--- config.mk ---
export PLATFORM = sky130hd
export DESIGN_NAME = payload_sum_ctrl_flat
export DESIGN_NICKNAME = d
export VERILOG_FILES = /design/src/rtl/udp_parser_pkg.sv /design/src/rtl/payload_sum_ctrl_if.sv /design/src/rtl/sum_result_fifo.sv /design/src/rtl/payload_sum_ctrl.sv /design/src/flat_wrapper.sv
export SDC_FILE = /design/constraint.sdc
export NUM_CORES = 1
export LEC_CHECK = 0
export CAP_MARGIN = 20
export CORE_AREA = 8 8 233 235
export DETAILED_ROUTE_END_ITERATION = 12
export DIE_AREA = 0 0 241 243
export PLACE_DENSITY_LB_ADDON = 0.12
export SLEW_MARGIN = 20
export SYNTH_ARGS = -nofsm -noshare
export SYNTH_HDL_FRONTEND = slang
export SYNTH_SLANG_ARGS = --single-unit
--- constraint.sdc ---
create_clock -name clk -period 6.9 [get_ports clk]
set_input_delay 1.38 -clock clk [delete_from_list [all_inputs] [get_ports clk]]
set_output_delay 1.38 -clock clk [all_outputs]
set_load 0.005 [all_outputs]
--- src/rtl/udp_parser_pkg.sv ---
// Shared widths, framing types and byte-mask helper for the payload sum controller.
package udp_parser_pkg;

  localparam int PAYLOAD_W    = 256;
  localparam int WORD_W       = 32;
  localparam int KEEP_W       = 32;
  localparam int SUM_PIPE_LAT = 3;

  // Wide enough to count SUM_PIPE_LAT flush cycles after reset release.
  localparam int FLUSH_W      = 2;

  // Wide enough to count every L tag that can be in the pipeline at once.
  localparam int LTAG_W       = 2;

  // START means the next accepted beat opens a new packet.
  typedef enum logic {
    PKT_START,
    PKT_BODY
  } pkt_state_e;

  // Framing tag carried alongside each beat through the adder pipeline.
  typedef struct packed {
    logic first;
    logic last;
  } tag_t;

  // Zero every byte lane whose keep bit is clear.
  function automatic logic [PAYLOAD_W-1:0] maskPayload(
    input logic [PAYLOAD_W-1:0] data,
    input logic [KEEP_W-1:0]    keep
  );
    logic [PAYLOAD_W-1:0] masked;
    masked = '0;
    for (int b = 0; b < KEEP_W; b++) begin
      masked[8*b +: 8] = keep[b] ? data[8*b +: 8] : 8'h00;
    end
    return masked;
  endfunction

endpackage

--- src/rtl/payload_sum_ctrl_if.sv ---
// Bundle of payload stream, tree-adder and result-stream signals around the controller.
interface payload_sum_if;
  import udp_parser_pkg::*;

  logic                 en;
  logic [PAYLOAD_W-1:0] in_data;
  logic [KEEP_W-1:0]    in_keep;
  logic                 in_valid;
  logic                 in_last;
  logic                 in_ready;
  logic [PAYLOAD_W-1:0] sum_payload;
  logic                 sum_ce;
  logic                 sum_clear;
  logic [WORD_W-1:0]    sum_result;
  logic [WORD_W-1:0]    res_data;
  logic                 res_valid;
  logic                 res_ready;
  logic                 busy;

  // Environment side: producer, external adder and result consumer.
  modport master (
    output en, in_data, in_keep, in_valid, in_last, sum_result, res_ready,
    input  in_ready, sum_payload, sum_ce, sum_clear, res_data, res_valid, busy
  );

  // Controller side.
  modport slave (
    input  en, in_data, in_keep, in_valid, in_last, sum_result, res_ready,
    output in_ready, sum_payload, sum_ce, sum_clear, res_data, res_valid, busy
  );

endinterface

--- src/rtl/sum_result_fifo.sv ---
// Small synchronous FIFO holding finished packet sums until the consumer pops them.
module sum_result_fifo
  import udp_parser_pkg::*;
#(
  parameter int DEPTH = 4
) (
  input  logic                   clk,
  input  logic                   rst_n,
  input  logic                   i_push,
  input  logic [WORD_W-1:0]      i_pushData,
  input  logic                   i_pop,
  output logic [WORD_W-1:0]      o_headData,
  output logic                   o_notEmpty,
  output logic [$clog2(DEPTH):0] o_count
);

  localparam int AW = $clog2(DEPTH);

  logic [WORD_W-1:0] r_mem [DEPTH];
  logic [AW-1:0]     r_wrPtr;
  logic [AW-1:0]     r_rdPtr;
  logic [AW:0]       r_count;
  logic              w_doPush;
  logic              w_doPop;

  // A pop on an empty FIFO is dropped; a push is taken when there is room or a pop frees one.
  assign w_doPop  = i_pop && (r_count != '0);
  assign w_doPush = i_push && ((r_count != (AW+1)'(DEPTH)) || w_doPop);

  // Entry storage needs no reset because the head is masked while empty.
  always_ff @(posedge clk) begin
    if (w_doPush) begin
      r_mem[r_wrPtr] <= i_pushData;
    end
  end

  // Pointers wrap naturally because DEPTH is a power of two; push with pop keeps the count.
  always_ff @(posedge clk or negedge rst_n) begin
    if (!rst_n) begin
      r_wrPtr <= '0;
      r_rdPtr <= '0;
      r_count <= '0;
    end else begin
      if (w_doPush) begin
        r_wrPtr <= r_wrPtr + AW'(1);
      end
      if (w_doPop) begin
        r_rdPtr <= r_rdPtr + AW'(1);
      end
      case ({w_doPush, w_doPop})
        2'b10:   r_count <= r_count + (AW+1)'(1);
        2'b01:   r_count <= r_count - (AW+1)'(1);
        default: r_count <= r_count;
      endcase
    end
  end

  assign o_notEmpty = (r_count != '0);
  assign o_headData = o_notEmpty ? r_mem[r_rdPtr] : '0;
  assign o_count    = r_count;

endmodule

--- src/rtl/payload_sum_ctrl.sv ---
// Frames payload beats into packets for an external pipelined tree adder and queues packet sums.
module payload_sum_ctrl
  import udp_parser_pkg::*;
#(
  parameter int RES_DEPTH = 4
) (
  input  logic          clk,
  input  logic          rst_n,
  payload_sum_if.slave  bus
);

  localparam int CW = $clog2(RES_DEPTH) + 1;

  pkt_state_e                     r_pktState;
  tag_t [SUM_PIPE_LAT-1:0]        r_tagPipe;
  logic [FLUSH_W-1:0]             r_flushCnt;

  logic                           w_flushed;
  logic                           w_handshake;
  logic                           w_inReady;
  logic                           w_push;
  tag_t                           w_newTag;
  logic [LTAG_W-1:0]              w_lInFlight;
  logic [CW:0]                    w_pending;
  logic [CW-1:0]                  w_fifoCount;
  logic [WORD_W-1:0]              w_headData;
  logic                           w_notEmpty;

  // The adder pipeline may hold pre-reset data, so input stays closed until it has drained.
  assign w_flushed = (r_flushCnt == FLUSH_W'(SUM_PIPE_LAT));

  // Count packets that are committed to the FIFO but still travelling through the adder.
  always_comb begin
    w_lInFlight = '0;
    for (int s = 0; s < SUM_PIPE_LAT; s++) begin
      w_lInFlight = w_lInFlight + {{(LTAG_W-1){1'b0}}, r_tagPipe[s].last};
    end
  end

  assign w_pending   = {1'b0, w_fifoCount} + (CW+1)'(w_lInFlight);
  assign w_inReady   = bus.en && w_flushed && (w_pending < (CW+1)'(RES_DEPTH));
  assign w_handshake = bus.in_valid && w_inReady;

  // Tag the beat being accepted this cycle with its packet framing.
  always_comb begin
    w_newTag       = '0;
    w_newTag.first = w_handshake && (r_pktState == PKT_START);
    w_newTag.last  = w_handshake && bus.in_last;
  end

  // Packet framing state, tag pipeline and post-reset flush counter; disable drops any partial packet.
  always_ff @(posedge clk or negedge rst_n) begin
    if (!rst_n) begin
      r_pktState <= PKT_START;
      r_tagPipe  <= '0;
      r_flushCnt <= '0;
    end else if (!bus.en) begin
      r_pktState <= PKT_START;
      r_tagPipe  <= '0;
    end else begin
      if (!w_flushed) begin
        r_flushCnt <= r_flushCnt + FLUSH_W'(1);
      end
      r_tagPipe <= {r_tagPipe[SUM_PIPE_LAT-2:0], w_newTag};
      if (w_handshake) begin
        r_pktState <= bus.in_last ? PKT_START : PKT_BODY;
      end
    end
  end

  // The accumulator holds the finished sum while the L tag sits in the final stage.
  assign w_push = bus.en && r_tagPipe[SUM_PIPE_LAT-1].last;

  sum_result_fifo #(
    .DEPTH (RES_DEPTH)
  ) u_resFifo (
    .clk        (clk),
    .rst_n      (rst_n),
    .i_push     (w_push),
    .i_pushData (bus.sum_result),
    .i_pop      (bus.res_ready),
    .o_headData (w_headData),
    .o_notEmpty (w_notEmpty),
    .o_count    (w_fifoCount)
  );

  assign bus.in_ready    = w_inReady;
  assign bus.sum_ce      = bus.en;
  assign bus.sum_payload = w_handshake ? maskPayload(bus.in_data, bus.in_keep) : '0;
  assign bus.sum_clear   = r_tagPipe[SUM_PIPE_LAT-2].first;
  assign bus.res_data    = w_headData;
  assign bus.res_valid   = w_notEmpty;
  assign bus.busy        = (r_pktState == PKT_BODY) || (|r_tagPipe);

endmodule

--- src/flat_wrapper.sv ---
// flat-port wrapper written by rule: the top's interface ports become plain ports
module payload_sum_ctrl_flat import udp_parser_pkg::*;
#(
  parameter int RES_DEPTH = 4
)
  (clk, rst_n, bus_en, bus_in_data, bus_in_keep, bus_in_valid, bus_in_last, bus_sum_result, bus_res_ready, bus_in_ready, bus_sum_payload, bus_sum_ce, bus_sum_clear, bus_res_data, bus_res_valid, bus_busy);
  payload_sum_if bus_i ();
  input  logic clk;
  input  logic rst_n;
  input wire logic [$bits(bus_i.en)-1:0] bus_en;
  input wire logic [$bits(bus_i.in_data)-1:0] bus_in_data;
  input wire logic [$bits(bus_i.in_keep)-1:0] bus_in_keep;
  input wire logic [$bits(bus_i.in_valid)-1:0] bus_in_valid;
  input wire logic [$bits(bus_i.in_last)-1:0] bus_in_last;
  input wire logic [$bits(bus_i.sum_result)-1:0] bus_sum_result;
  input wire logic [$bits(bus_i.res_ready)-1:0] bus_res_ready;
  output wire logic [$bits(bus_i.in_ready)-1:0] bus_in_ready;
  output wire logic [$bits(bus_i.sum_payload)-1:0] bus_sum_payload;
  output wire logic [$bits(bus_i.sum_ce)-1:0] bus_sum_ce;
  output wire logic [$bits(bus_i.sum_clear)-1:0] bus_sum_clear;
  output wire logic [$bits(bus_i.res_data)-1:0] bus_res_data;
  output wire logic [$bits(bus_i.res_valid)-1:0] bus_res_valid;
  output wire logic [$bits(bus_i.busy)-1:0] bus_busy;
  assign bus_i.en = bus_en;
  assign bus_i.in_data = bus_in_data;
  assign bus_i.in_keep = bus_in_keep;
  assign bus_i.in_valid = bus_in_valid;
  assign bus_i.in_last = bus_in_last;
  assign bus_i.sum_result = bus_sum_result;
  assign bus_i.res_ready = bus_res_ready;
  assign bus_in_ready = bus_i.in_ready;
  assign bus_sum_payload = bus_i.sum_payload;
  assign bus_sum_ce = bus_i.sum_ce;
  assign bus_sum_clear = bus_i.sum_clear;
  assign bus_res_data = bus_i.res_data;
  assign bus_res_valid = bus_i.res_valid;
  assign bus_busy = bus_i.busy;
  payload_sum_ctrl #(.RES_DEPTH(RES_DEPTH)) u_core (.clk(clk), .rst_n(rst_n), .bus(bus_i));
endmodule
==> flow_summary.ini <==
[pwr]
netSwitchingFraction = 0.314
power_density_mw_per_mm2 = 207
p_int_mw = 2.20
leakagePower_nw = 5.43
clkPwrFrac = 0.250
ir_worst_vdd_mv = 0.173
power_frac_seq = 0.311
p_sw_mw = 1.01
power_frac_comb = 0.439

[floorplanning]
die_w_microns = 241
core_sq_mm = 0.0507
die_h_microns = 243
core.rowCount = 83
ioPinCount = 619
design.die.area_sq_mm = 0.0586
start_util = 0.164

[timing]
finalCritPeriodShare = 0.809
fmax_mhz = 179
relSlewSlack = 0.347
worstMarginPinSlew_ns = 0.980
skew_ns = 0.0121
finalCriticalPeriod_ns = 5.58
slew_viol_final = 0
grt_setup_unrepaired = no
hold_viol = 0
finalSetupTns_ns = 0
setup_violations = 0

[cts]
cts_tree = done
cts_htree_levels = 4
root_buffer = clkbuf_16
cts_resized = 0
hold_buffers = 0
clock_tree.buffer_depth = 2
clk_pin_slew_worst_paths_ns = 0.07
cts_sinks = 144
cts_made_buffers = 17
cts_setup_buffers = 0
clk_latency_ns = 0.42

[run]
cap_violations = 0

[route]
ant_nets = 0
firstDrtPassIters = 4
routed_wl_microns = 63000
drtIter0Drc = 503
vias_per_cell = 4.35
vias = 8206
drc_errors = 0
wl_per_cell_microns = 33.4

[synthesis]
synth-seq-area-share = 0.511
synth_nets = 936
synth-main-ff-cell = edfxtp_1
yosysUniqueCellTypes = 43
postSynthCellCount = 602
synth-seq-cells = 144
yosys_warnings = 0
syn_area_sq_mm = 0.00831
synth_edf_count = 128
avgSynthCellArea_sq_um = 13.8
synthArstFlopShare = 0.111

[finish]
finalNonFillerCells = 1885
layout_commonest_cell = clkdlybuf4s50_1
syn_to_final_growth_pct = 87.1
postLayoutCellArea_sq_mm = 0.0155
drive_above_1_share = 0.0671
fillers = 5313
final_cell_mix = clkdlybuf4s50_1 (617), and4_1 (224), edfxtp_1 (128)
finish.utilization = 0.307
num-nets-final = 1515

[hold_path]
hp-class = reg2reg

[setup_path]
required_ns = 5.52
crit_type = in2out
worstPathArrival_ns = 4.20
cp-end-kind = output port
cp_max_fo = 42
start_kind = primary input

[grt]
antenna_found_initial = 12
grt_pass1_wl_microns = 81800
grt_usage = 0.204
grt_max_degree = 178
first_global_vias = 8530
overflow = 0

[placed_design]
place_area_sq_mm = 0.0150
gp_congestion = 0.945
portBuffers = 618
hpwl_microns = 51700
dp.cells = 1842

[run_status]
status = finished clean
[logic make-up after synthesis]
family                   share of synthesized area
buffers and inverters                       0.0599
XOR/XNOR                                   0.00422
AO/OA/AOI/OAI                               0.0140
adder cells (fa/ha/maj)                     0.0139
AND/OR/NAND/NOR                              0.308
multiplexers                                0.0894
flip-flops                                   0.511
[routing by layer]
metal,GRT usage,routed length (microns),up-vias
met3,0.0834,6790,30
met2,0.322,28900,370
li1,-,-,3721
met1,0.263,26800,4081
met5,0,27,-
met4,0.0310,461,4
[power by group through the flow]
| stage | clock network [mW] | registers [mW] | logic (mW) |
|---|---|---|---|
| after floorplan | 0 | 1.01 | 0.670 |
| after global placement | 0 | 1.02 | 1.44 |
| after detailed placement | 0 | 1.02 | 1.44 |
| after CTS | 0.825 | 1.00 | 1.45 |
| after global routing | 0.857 | 1.00 | 1.52 |
| final | 0.803 | 1.00 | 1.41 |
[cell type report]
class | instances | area [sq um] | share of cell area
repair buffers | 628 | 6310 | 0.406
well taps | 680 | 851 | 0.0547
clock buffers | 20 | 437 | 0.0281
diodes | 12 | 30.0 | 0.00193
clock inverters | 11 | 68.8 | 0.00443
flip-flops and latches | 144 | 4250 | 0.273
multi-input cells | 381 | 3570 | 0.230
inverters | 9 | 36.3 | 0.00233
[cells in the mapped netlist, types with 3 or more instances]
| cell | n | area share |
|---|---|---|
| and2_1 | 41 | 0.031 |
| and3_1 | 32 | 0.024 |
| and3b_1 | 3 | 0.0032 |
| and4_1 | 224 | 0.24 |
| buf_2 | 5 | 0.0030 |
| buf_4 | 4 | 0.0036 |
| buf_6 | 6 | 0.0081 |
| buf_8 | 10 | 0.018 |
| clkbuf_1 | 33 | 0.015 |
| clkbuf_2 | 9 | 0.0054 |
| dfrtp_1 | 16 | 0.048 |
| edfxtp_1 | 128 | 0.46 |
| ha_1 | 6 | 0.0090 |
| inv_1 | 8 | 0.0036 |
| mux4_2 | 32 | 0.087 |
| nand2_1 | 6 | 0.0027 |
| nand3_1 | 3 | 0.0018 |
| xnor2_1 | 4 | 0.0042 |
[state kept, by name, indices dropped and copies added (netlist names)]
register,count
u_core.u_resFifo.o_count,3
u_core.r_flushCnt,2
u_core.u_resFifo.r_wrPtr,2
u_core.bus.sum_clear,1
u_core.u_resFifo.r_rdPtr,2
u_core.u_resFifo.r_mem,128
u_core.r_tagPipe,5
u_core.r_pktState,1
[stage by stage]
stage / setup WS (ns) / power (mW) / hold slack, ns
floorplan: 3.28 / 1.68 / 0.453
global placement: 1.34 / 2.46 / 0.466
detailed placement: 1.40 / 2.45 / 0.472
CTS: 1.36 / 3.27 / 0.483
global route: 1.24 / 3.38 / 0.518
finish: 1.32 / 3.21 / 0.479
[path summary, 6_finish.rpt]
| check | endpoint | cells past startpoint | from | slack [ns] |
|---|---|---|---|---|
| worst max-delay path | bus_sum_payload[154] | 8 | bus_en | 1.32 |
| worst max register to register | u_core.u_resFifo.o_count[2] | 6 | u_core.u_resFifo.o_count[1] | 4.47 |
| min in group asynchronous | u_core.r_pktState | 1 | rst_n | 1.43 |
| worst min-delay path | u_core.r_flushCnt[0] | 1 | u_core.r_flushCnt[0] | 0.48 |
| max in group asynchronous | u_core.u_resFifo.r_rdPtr[0] | 1 | rst_n | 4.90 |
| worst min register to register | u_core.r_flushCnt[0] | 1 | u_core.r_flushCnt[0] | 0.48 |
[worst max-delay path: stages]
cell             delay (ns)
clkdlybuf4s50_1        0.53
buf_4                  0.25
and4bb_1               0.26
o21ai_2                0.10
inv_4                  0.31
buf_4                  0.39
and4_1                 0.24
clkdlybuf4s50_1        0.70
Note: power is estimated with default switching activity, not from simulation.
